[config.mk]
export PLATFORM = sky130hd
export DESIGN_NAME = ad9767_scheduler
export DESIGN_NICKNAME = d
export VERILOG_FILES = /design/src/rtl/ad9767_scheduler_pkg.sv /design/src/rtl/ad9767_scheduler_sample_fifo.sv /design/src/rtl/ad9767_scheduler.sv
export SDC_FILE = /design/constraint.sdc
export NUM_CORES = 1
export LEC_CHECK = 0
export CAP_MARGIN = 10
export CELL_PAD_IN_SITES_DETAIL_PLACEMENT = 0
export CELL_PAD_IN_SITES_GLOBAL_PLACEMENT = 2
export CORE_MARGIN = 1
export CORE_UTILIZATION = 40
export CTS_CLUSTER_DIAMETER = 150
export DETAILED_ROUTE_END_ITERATION = 12
export PLACE_DENSITY_LB_ADDON = 0.1
export SETUP_SLACK_MARGIN = 0.4
export SLEW_MARGIN = 40
export SYNTH_ARGS = -nofsm -noshare
export SYNTH_HDL_FRONTEND = slang
export SYNTH_SLANG_ARGS = --single-unit
[constraint.sdc]
create_clock -name dac_clk_i -period 3.05 [get_ports dac_clk_i]
set_input_delay 0.305 -clock dac_clk_i [delete_from_list [all_inputs] [get_ports dac_clk_i]]
set_output_delay 0.305 -clock dac_clk_i [all_outputs]
set_load 0.02 [all_outputs]
[src/rtl/ad9767_scheduler_pkg.sv]
// Shared definitions for the AD9767 sample scheduler: FSM state encodings and the
// mid-scale code the outputs park at.
package ad9767_scheduler_pkg;

  typedef enum logic [1:0] {
    ST_IDLE  = 2'd0,
    ST_PRIME = 2'd1,
    ST_RUN   = 2'd2,
    ST_PARK  = 2'd3
  } state_t;

  // Two's complement 0 is mid-scale for the DAC.
  localparam int ZERO_CODE = 0;

endpackage

[src/rtl/ad9767_scheduler_sample_fifo.sv]
// Small synchronous first-word-fall-through FIFO; the head word is readable
// whenever empty is low. Flush clears both pointers and wins over push/pop.
module sample_fifo #(
  parameter int DATA_WIDTH = 14,
  parameter int FIFO_DEPTH = 8
) (
  input  logic                  clk,
  input  logic                  rst,
  input  logic                  push,
  input  logic                  pop,
  input  logic                  flush,
  input  logic [DATA_WIDTH-1:0] wr_data,
  output logic [DATA_WIDTH-1:0] rd_data,
  output logic                  full,
  output logic                  empty
);

  localparam int AW = $clog2(FIFO_DEPTH);

  logic [DATA_WIDTH-1:0] mem [FIFO_DEPTH];
  logic [AW:0]           wr_ptr_reg;
  logic [AW:0]           rd_ptr_reg;
  logic                  push_ok;
  logic                  pop_ok;

  // Extra pointer bit distinguishes full from empty when the indices match.
  assign empty   = (wr_ptr_reg == rd_ptr_reg);
  assign full    = (wr_ptr_reg[AW] != rd_ptr_reg[AW]) &&
                   (wr_ptr_reg[AW-1:0] == rd_ptr_reg[AW-1:0]);
  assign push_ok = push && !full && !flush;
  assign pop_ok  = pop && !empty && !flush;
  assign rd_data = mem[rd_ptr_reg[AW-1:0]];

  always_ff @(posedge clk) begin
    if (push_ok) begin
      mem[wr_ptr_reg[AW-1:0]] <= wr_data;
    end
  end

  always_ff @(posedge clk or posedge rst) begin
    if (rst) begin
      wr_ptr_reg <= '0;
      rd_ptr_reg <= '0;
    end else if (flush) begin
      wr_ptr_reg <= '0;
      rd_ptr_reg <= '0;
    end else begin
      if (push_ok) wr_ptr_reg <= wr_ptr_reg + (AW+1)'(1);
      if (pop_ok)  rd_ptr_reg <= rd_ptr_reg + (AW+1)'(1);
    end
  end

endmodule

[src/rtl/ad9767_scheduler.sv]
// Two-channel sample scheduler for the AD9767 output stage: buffers A/B streams
// and releases them at a programmable rate, in lock-step or independently.
module ad9767_scheduler
  import ad9767_scheduler_pkg::*;
#(
  parameter int DATA_WIDTH = 14,
  parameter int DIV_WIDTH  = 16,
  parameter int FIFO_DEPTH = 8
) (
  input  logic                  dac_clk_i,
  input  logic                  dac_rst_i,
  input  logic                  start_i,
  input  logic                  stop_i,
  input  logic [DIV_WIDTH-1:0]  div_i,
  input  logic                  sync_mode_i,
  input  logic                  underflow_zero_i,
  input  logic                  clr_status_i,
  input  logic [DATA_WIDTH-1:0] data_a_i,
  input  logic [DATA_WIDTH-1:0] data_b_i,
  input  logic                  data_a_valid_i,
  input  logic                  data_b_valid_i,
  output logic                  data_a_ready_o,
  output logic                  data_b_ready_o,
  output logic [DATA_WIDTH-1:0] dac_dat_a_o,
  output logic [DATA_WIDTH-1:0] dac_dat_b_o,
  output logic                  dac_dat_a_en_o,
  output logic                  dac_dat_b_en_o,
  output logic                  busy_o,
  output logic                  underflow_a_o,
  output logic                  underflow_b_o
);

  localparam logic [DATA_WIDTH-1:0] ZERO_SAMPLE = DATA_WIDTH'(ZERO_CODE);

  state_t                state_reg, state_next;
  logic [DIV_WIDTH-1:0]  cnt_reg, cnt_next;
  logic [DATA_WIDTH-1:0] dat_reg  [2];
  logic [DATA_WIDTH-1:0] dat_next [2];
  logic [DATA_WIDTH-1:0] head     [2];
  logic [1:0]            en_reg, en_next;
  logic [1:0]            uf_reg, uf_set;
  logic [1:0]            valid, full, empty, pop;
  logic                  flush;
  logic                  tick;
  logic                  prime_ok;
  logic                  stopping;

  assign valid = {data_b_valid_i, data_a_valid_i};
  // A stop from IDLE flushes immediately; from PRIME/RUN it flushes now and again in PARK.
  assign flush = stop_i || (state_reg == ST_PARK);

  generate
    for (genvar gi = 0; gi < 2; gi++) begin : g_chan
      sample_fifo #(
        .DATA_WIDTH (DATA_WIDTH),
        .FIFO_DEPTH (FIFO_DEPTH)
      ) u_fifo (
        .clk     (dac_clk_i),
        .rst     (dac_rst_i),
        .push    (valid[gi]),
        .pop     (pop[gi]),
        .flush   (flush),
        .wr_data ((gi == 0) ? data_a_i : data_b_i),
        .rd_data (head[gi]),
        .full    (full[gi]),
        .empty   (empty[gi])
      );
    end
  endgenerate

  assign prime_ok = sync_mode_i ? ~|empty : ~&empty;
  assign stopping = stop_i && ((state_reg == ST_PRIME) || (state_reg == ST_RUN));
  assign tick     = (state_reg == ST_RUN) && !stop_i && (cnt_reg == '0);

  // State register and status/output registers.
  always_ff @(posedge dac_clk_i or posedge dac_rst_i) begin
    if (dac_rst_i) begin
      state_reg <= ST_IDLE;
      cnt_reg   <= '0;
      en_reg    <= '0;
      uf_reg    <= '0;
      for (int i = 0; i < 2; i++) dat_reg[i] <= ZERO_SAMPLE;
    end else begin
      state_reg <= state_next;
      cnt_reg   <= cnt_next;
      en_reg    <= en_next;
      for (int i = 0; i < 2; i++) begin
        dat_reg[i] <= dat_next[i];
        uf_reg[i]  <= uf_set[i] || (uf_reg[i] && !clr_status_i);
      end
    end
  end

  // Next-state and rate divider.
  always_comb begin
    state_next = state_reg;
    cnt_next   = cnt_reg;
    case (state_reg)
      ST_IDLE: begin
        if (!stop_i && start_i) state_next = ST_PRIME;
      end
      ST_PRIME: begin
        cnt_next = '0;
        if (stop_i)        state_next = ST_PARK;
        else if (prime_ok) state_next = ST_RUN;
      end
      ST_RUN: begin
        cnt_next = (cnt_reg == '0) ? div_i : cnt_reg - DIV_WIDTH'(1);
        if (stop_i) state_next = ST_PARK;
      end
      ST_PARK: state_next = ST_IDLE;
      default: state_next = ST_IDLE;
    endcase
  end

  // Pop, strobe and underflow decisions for the current cycle.
  always_comb begin
    pop     = '0;
    en_next = '0;
    uf_set  = '0;
    for (int i = 0; i < 2; i++) dat_next[i] = dat_reg[i];
    if (stopping) begin
      en_next = '1;
      for (int i = 0; i < 2; i++) dat_next[i] = ZERO_SAMPLE;
    end else if (tick) begin
      if (sync_mode_i) begin
        if (~|empty) begin
          pop     = '1;
          en_next = '1;
          for (int i = 0; i < 2; i++) dat_next[i] = head[i];
        end else begin
          uf_set = empty;
          if (underflow_zero_i) begin
            en_next = '1;
            for (int i = 0; i < 2; i++) dat_next[i] = ZERO_SAMPLE;
          end
        end
      end else begin
        for (int i = 0; i < 2; i++) begin
          if (!empty[i]) begin
            pop[i]      = 1'b1;
            en_next[i]  = 1'b1;
            dat_next[i] = head[i];
          end else begin
            uf_set[i] = 1'b1;
            if (underflow_zero_i) begin
              en_next[i]  = 1'b1;
              dat_next[i] = ZERO_SAMPLE;
            end
          end
        end
      end
    end
  end

  assign data_a_ready_o = !full[0];
  assign data_b_ready_o = !full[1];
  assign dac_dat_a_o    = dat_reg[0];
  assign dac_dat_b_o    = dat_reg[1];
  assign dac_dat_a_en_o = en_reg[0];
  assign dac_dat_b_en_o = en_reg[1];
  assign underflow_a_o  = uf_reg[0];
  assign underflow_b_o  = uf_reg[1];
  assign busy_o         = (state_reg == ST_PRIME) || (state_reg == ST_RUN);

endmodule
# == After elaboration in Yosys (flattened, before gate mapping) ==
# Memories as Yosys holds them, arrays and structs flattened.
# Index checks and enable logic that the tools add are counted.
# totals
reg_bits,66
latch_bits,0
mem_bits_rw,224
mem_bits_ro,0
wordCells,122
memories,2
# classes
add_sub_neg,5
n_mul,0
n_div,0
magnitude_cmp,0
eq_ne,15
n_shift,0
mux,48
bitwise,0
n_reduce_logical,42
# memory_table
memory,words,width,rd,rd_clocked_by_memory_dff,write_ports,line,text
g_chan[0].u_fifo.mem,8,14,1,0,1,ad9767_scheduler_sample_fifo.sv:20,logic [DATA_WIDTH-1:0] mem [FIFO_DEPTH];
g_chan[1].u_fifo.mem,8,14,1,0,1,ad9767_scheduler_sample_fifo.sv:20,
# ops
operator,count
$mux W28,5
$mux W14,3
$mux W2,17
$mux W4,8
$pmux W16 S2,1
$add A4 B1 Y4 const B,4
$logic_and A1 B1 Y1,16
$logic_not A16 Y1,1
$mux W16,1
$sub A16 B1 Y16 const B,1
$mux W1,12
$ne A4 B4 Y1 const B,3
$reduce_bool A2 Y1,6
$logic_not A1 Y1,9
$reduce_and A3 Y1,3
$eq A4 B4 Y1,2
$pmux W2 S4,1
$eq A3 B3 Y1,2
$eq A2 B2 Y1 const B,2
$logic_or A1 B1 Y1,4
$ne A2 B2 Y1 const B,2
$ne A3 B3 Y1 const B,1
$eq A2 B1 Y1 const B,1
$logic_not A2 Y1,1
3 further kinds,4

# == Depth between registers and ports, before layout ==
# logic_depth
word_depth,10
ltp_mapped,9
ltp_nobuf,7

# == Modules after synthesis ==
# Synthesis repeated with hierarchy kept, for this count alone.
# unflattened
hier_cells,756
hier_area_um2,12492.0
# by_module_without_submodules
module,instances,cells_each,area_each_um2,seq_area_each_um2
sample_fifo,2,242,4914.7,3563.4
ad9767_scheduler,1,272,2662.6,1251.2

# == Worst setup path before layout ==
# OpenSTA, ideal clock, no wires.
# synth_path
path_kind,flip-flop to flip-flop
startpoint,register g_chan[1].u_fifo.rd_ptr_reg[2]
endpoint,memory g_chan[1].u_fifo.mem[0][0] (enable)
t_arrival_ns,2.703
required_time_ns,2.647
setup_slack_ns,-0.056
stages_incl_launch_ff,7
n_path_buf,1
cell_sequence,dfrtp_1 > clkbuf_1 > xor2_1 > or4_1 > nand2_1 > or3_1 > nor3_1
# synth_between
elab_chain_cells,7
# synth_lines
element,line,text
from (decl),ad9767_scheduler_sample_fifo.sv:22,logic [AW:0] rd_ptr_reg;
from (signal assigned),ad9767_scheduler_sample_fifo.sv:49,if (pop_ok) rd_ptr_reg <= rd_ptr_reg + (AW+1)'(1);
$eq A3 B3 Y1,ad9767_scheduler_sample_fifo.sv:29,(wr_ptr_reg[AW-1:0] == rd_ptr_reg[AW-1:0]);
$logic_and A1 B1 Y1,ad9767_scheduler_sample_fifo.sv:28,assign full = (wr_ptr_reg[AW] != rd_ptr_reg[AW]) &&
$logic_not A1 Y1,--,
net data_b_ready_o,ad9767_scheduler.sv:23,"output logic data_b_ready_o,"
$logic_and A1 B1 Y1 (2 in a row),ad9767_scheduler_sample_fifo.sv:30,assign push_ok = push && !full && !flush;
$mux W1,ad9767_scheduler_sample_fifo.sv:35,if (push_ok) begin
$mux W1 (implied by the code),ad9767_scheduler_sample_fifo.sv:36,mem[wr_ptr_reg[AW-1:0]] <= wr_data;
to (decl),ad9767_scheduler_sample_fifo.sv:20,
# The timed path passes the listed nets, and every way through them passes these cells.

# == Final worst setup path ==
# layout_path
startpoint,register g_chan[1].u_fifo.wr_ptr_reg[2]
endpoint,output data_b_ready_o
# layout_between
elab_chain_cells,3
# layout_lines
element,line,text
from (decl),ad9767_scheduler_sample_fifo.sv:21,logic [AW:0] wr_ptr_reg;
from (signal assigned),ad9767_scheduler_sample_fifo.sv:48,if (push_ok) wr_ptr_reg <= wr_ptr_reg + (AW+1)'(1);
$eq A3 B3 Y1,ad9767_scheduler_sample_fifo.sv:29,
$logic_and A1 B1 Y1,ad9767_scheduler_sample_fifo.sv:28,
$logic_not A1 Y1,ad9767_scheduler.sv:157,assign data_b_ready_o = !full[1];
to (decl),ad9767_scheduler.sv:23,
# Every way passes these cells.

==> results.json <==
{
  "gp_congestion": 0.741,
  "post-place-ws_ns": 0.467,
  "cp_max_fo": 8,
  "die_w_um": 174,
  "ios": 88,
  "arrival_ns": 2.27,
  "largest_reg_flops": 224,
  "synth_edf_count": 224,
  "antenna_found_initial": 1,
  "async_flop_share_pct": 22.8,
  "r2r_slack_ns": 0.61,
  "finalWorstSetupSlack_ns": 0.480,
  "rsz0062_at_grt": "false",
  "htree_num_levels": 1,
  "rr_startpoint": "cnt_reg[10]$_DFFE_PP0N_",
  "via_per_inst": 5.40,
  "report.final.slew_viol_count": 0,
  "cp-startpoint": "g_chan[1].u_fifo.wr_ptr_reg[2]$_DFFE_PP0P_",
  "yosys_warnings": 0,
  "place.port_buffers": 87,
  "syn_inst": 687,
  "drtIter0Drc": 490,
  "clock-sinks": 290,
  "core_um2": 28900,
  "cts-root-buf": "clkbuf_16",
  "layout_commonest_cell": "edfxtp_1",
  "hold_viol": 0,
  "synthDominantAreaCellType": "edfxtp_1",
  "grt_usage_pct": 17.3,
  "relSlewSlack_pct": 58.3,
  "synth_top_area_share_pct": 56.7,
  "endpoint": "data_b_ready_o",
  "ant_nets": 0,
  "ys.flop_type": "edfxtp_1",
  "path_class": "reg2out",
  "cts_setup_buffers": 0,
  "drc": 0,
  "synth_area_per_cell_um2": 17.3,
  "cts_tree": "done",
  "vdd_ir_drop_max_v": 0.000403,
  "num-nets-final": 868,
  "netlist_area_um2": 11900,
  "drt_pre_antenna_iters": 5,
  "grt_pass1_vias": 7069,
  "dieArea_um2": 30300,
  "layout_common_cells": "224 x edfxtp_1, 85 x clkdlybuf4s50_1, 63 x dfrtp_1, 56 x mux4_2, 37 x buf_4",
  "fmax_ghz": 0.389,
  "start_util_pct": 41.0,
  "wl_per_cell_um": 21.0,
  "critPathRequiredTime_ns": 2.74,
  "die_h_um": 174,
  "area_growth_pct": 21.9,
  "endpoint_kind": "output port",
  "min_path_type": "in2async",
  "p_leak_nw": 4.97,
  "finalCritPeriodShare_pct": 84.3,
  "synth_nets": 751,
  "cts_hold_buf": 0,
  "vias": 6550,
  "drv_cap": 0,
  "grt_pass1_wl_mm": 40.3,
  "status": "complete, no violations",
  "synth_area_leaders": "edfxtp_1 57%, dfrtp_1 14%, mux4_2 11%",
  "cts-buffers-inserted": 31,
  "rows": 62,
  "grt_overflow_total": 0,
  "min_period_ns": 2.57,
  "fin_skew_ns": 0.0141,
  "ff2ff_path_depth": 5,
  "fin_tns_setup_ns": 0,
  "ys_seq_area_share_pct": 70.6,
  "grt_max_degree": 45,
  "clk_latency_ns": 0.56,
  "ys_ff_latch": 290,
  "drive_gt1_share_pct": 18.9,
  "worst_pin_slew_ns": 0.620,
  "clock_path_buffers": 3,
  "r2r_end": "g_chan[1].u_fifo.rd_ptr_reg[3]$_DFFE_PP0P_",
  "clk_pin_slew_ns": 0.06,
  "synth.distinct_cells": 46,
  "cp-start-kind": "register",
  "routed_wl_mm": 25.6,
  "hpwlAfterDp_mm": 16.1,
  "setup_violations": 0,
  "p_per_area_nw_per_um2": 753
}
power by group:
group	switching (mW)	leakage (nW)	internal (mW)
combinational	1.37	1.52	0.862
clock	1.52	0.524	2.47
sequential	0.156	2.92	4.50
total	3.05	4.97	7.83
what timing repair did:
item / in CTS / in global routing
gates resized for setup: 2 / 2
endpoints found under the setup margin: 2 / 2
pin swaps: 0 / 0
worst max-delay path, cell delays in order, from the launching register on:
cell and delay, ns:
dfrtp_1 0.50, xor2_1 0.23, or4_1 0.61, dlygate4sd2_1 0.37
metrics by stage:
| stage | power (mW) | instance area (um2) | hold WS (ns) | util, % | std cells |
|---|---|---|---|---|---|
| after floorplan | 6.15 | 11900 | 0.404 | - | 687 |
| after global placement | 6.91 | 13400 | 0.473 | 46.1 | 1155 |
| after detailed placement | 6.97 | 13400 | 0.474 | 46.2 | 1155 |
| after CTS | 11.0 | 14500 | 0.130 | 50.0 | 1213 |
| after global routing | 11.4 | 14500 | 0.152 | 50.0 | 1213 |
| final | 10.9 | 14500 | 0.121 | 50.0 | 1214 |
layer usage:
layer | track usage (%) | wire length [um] | up-vias
met1 | 22.7 | 11200 | 3400
met5 | 0 | 0 | -
met2 | 29.9 | 12800 | 145
met3 | 2.78 | 1030 | 39
met4 | 3.87 | 502 | 0
li1 | - | - | 2966
cells in the mapped netlist, drive strengths merged (3+ instances only):
cell type	n
a2111oi	4
a211oi	4
a21oi	27
a31oi	3
and2	4
and3	3
buf	16
clkbuf	25
dfrtp	66
edfxtp	224
ha	11
inv	14
mux2i	34
mux4	56
nand2	25
nand2b	7
nand3	10
nor2	25
nor2b	4
nor3	8
nor4	4
o21ai	23
o22ai	5
o2bb2ai	35
o31ai	5
or3	8
or4	6
xnor2	4
xor2	12
layout make-up:
class                           instances  area, um2
Sequential cell                       290       8380
Antenna cell                            1       2.50
Multi-Input combinational cell        342       3270
Inverter                               14       57.6
Clock inverter                         16        245
Fill cell                            2420      14500
Timing Repair Buffer                  125       1170
Clock buffer                           42        857
Tap cell                              384        480
kinds of logic after synthesis:
family          Yosys count  share of synthesized area [%]
compound gates          113                           6.59
xor+xnor                 16                           1.18
fa+ha+maj                12                           1.24
buf+inv                  55                           2.00
flops                   290                           70.6
mux                      90                           13.5
simple gates            111                           4.85
worst min-delay path by stage:
stage	startpoint	end	depth (start not counted)	slack [ns]
2_1_floorplan	data_a_i[0]	g_chan[0].u_fifo.mem[0][0]$_DFFE_PP_	0	0.40
3_3_place_gp	dac_dat_a_o[2]$_DFFE_PP0P_	dac_dat_a_o[2]$_DFFE_PP0P_	1	0.47
3_5_place_dp	dac_dat_b_o[9]$_DFFE_PP0P_	dac_dat_b_o[9]$_DFFE_PP0P_	1	0.47
4_1_cts	dac_rst_i	state_reg[0]$_DFFE_PP0P_	2	0.13
5_1_grt	dac_rst_i	dac_dat_a_o[7]$_DFFE_PP0P_	2	0.15
6_report	dac_rst_i	cnt_reg[0]$_DFFE_PP0N_	2	0.12
(Power assumes the default switching activity.)
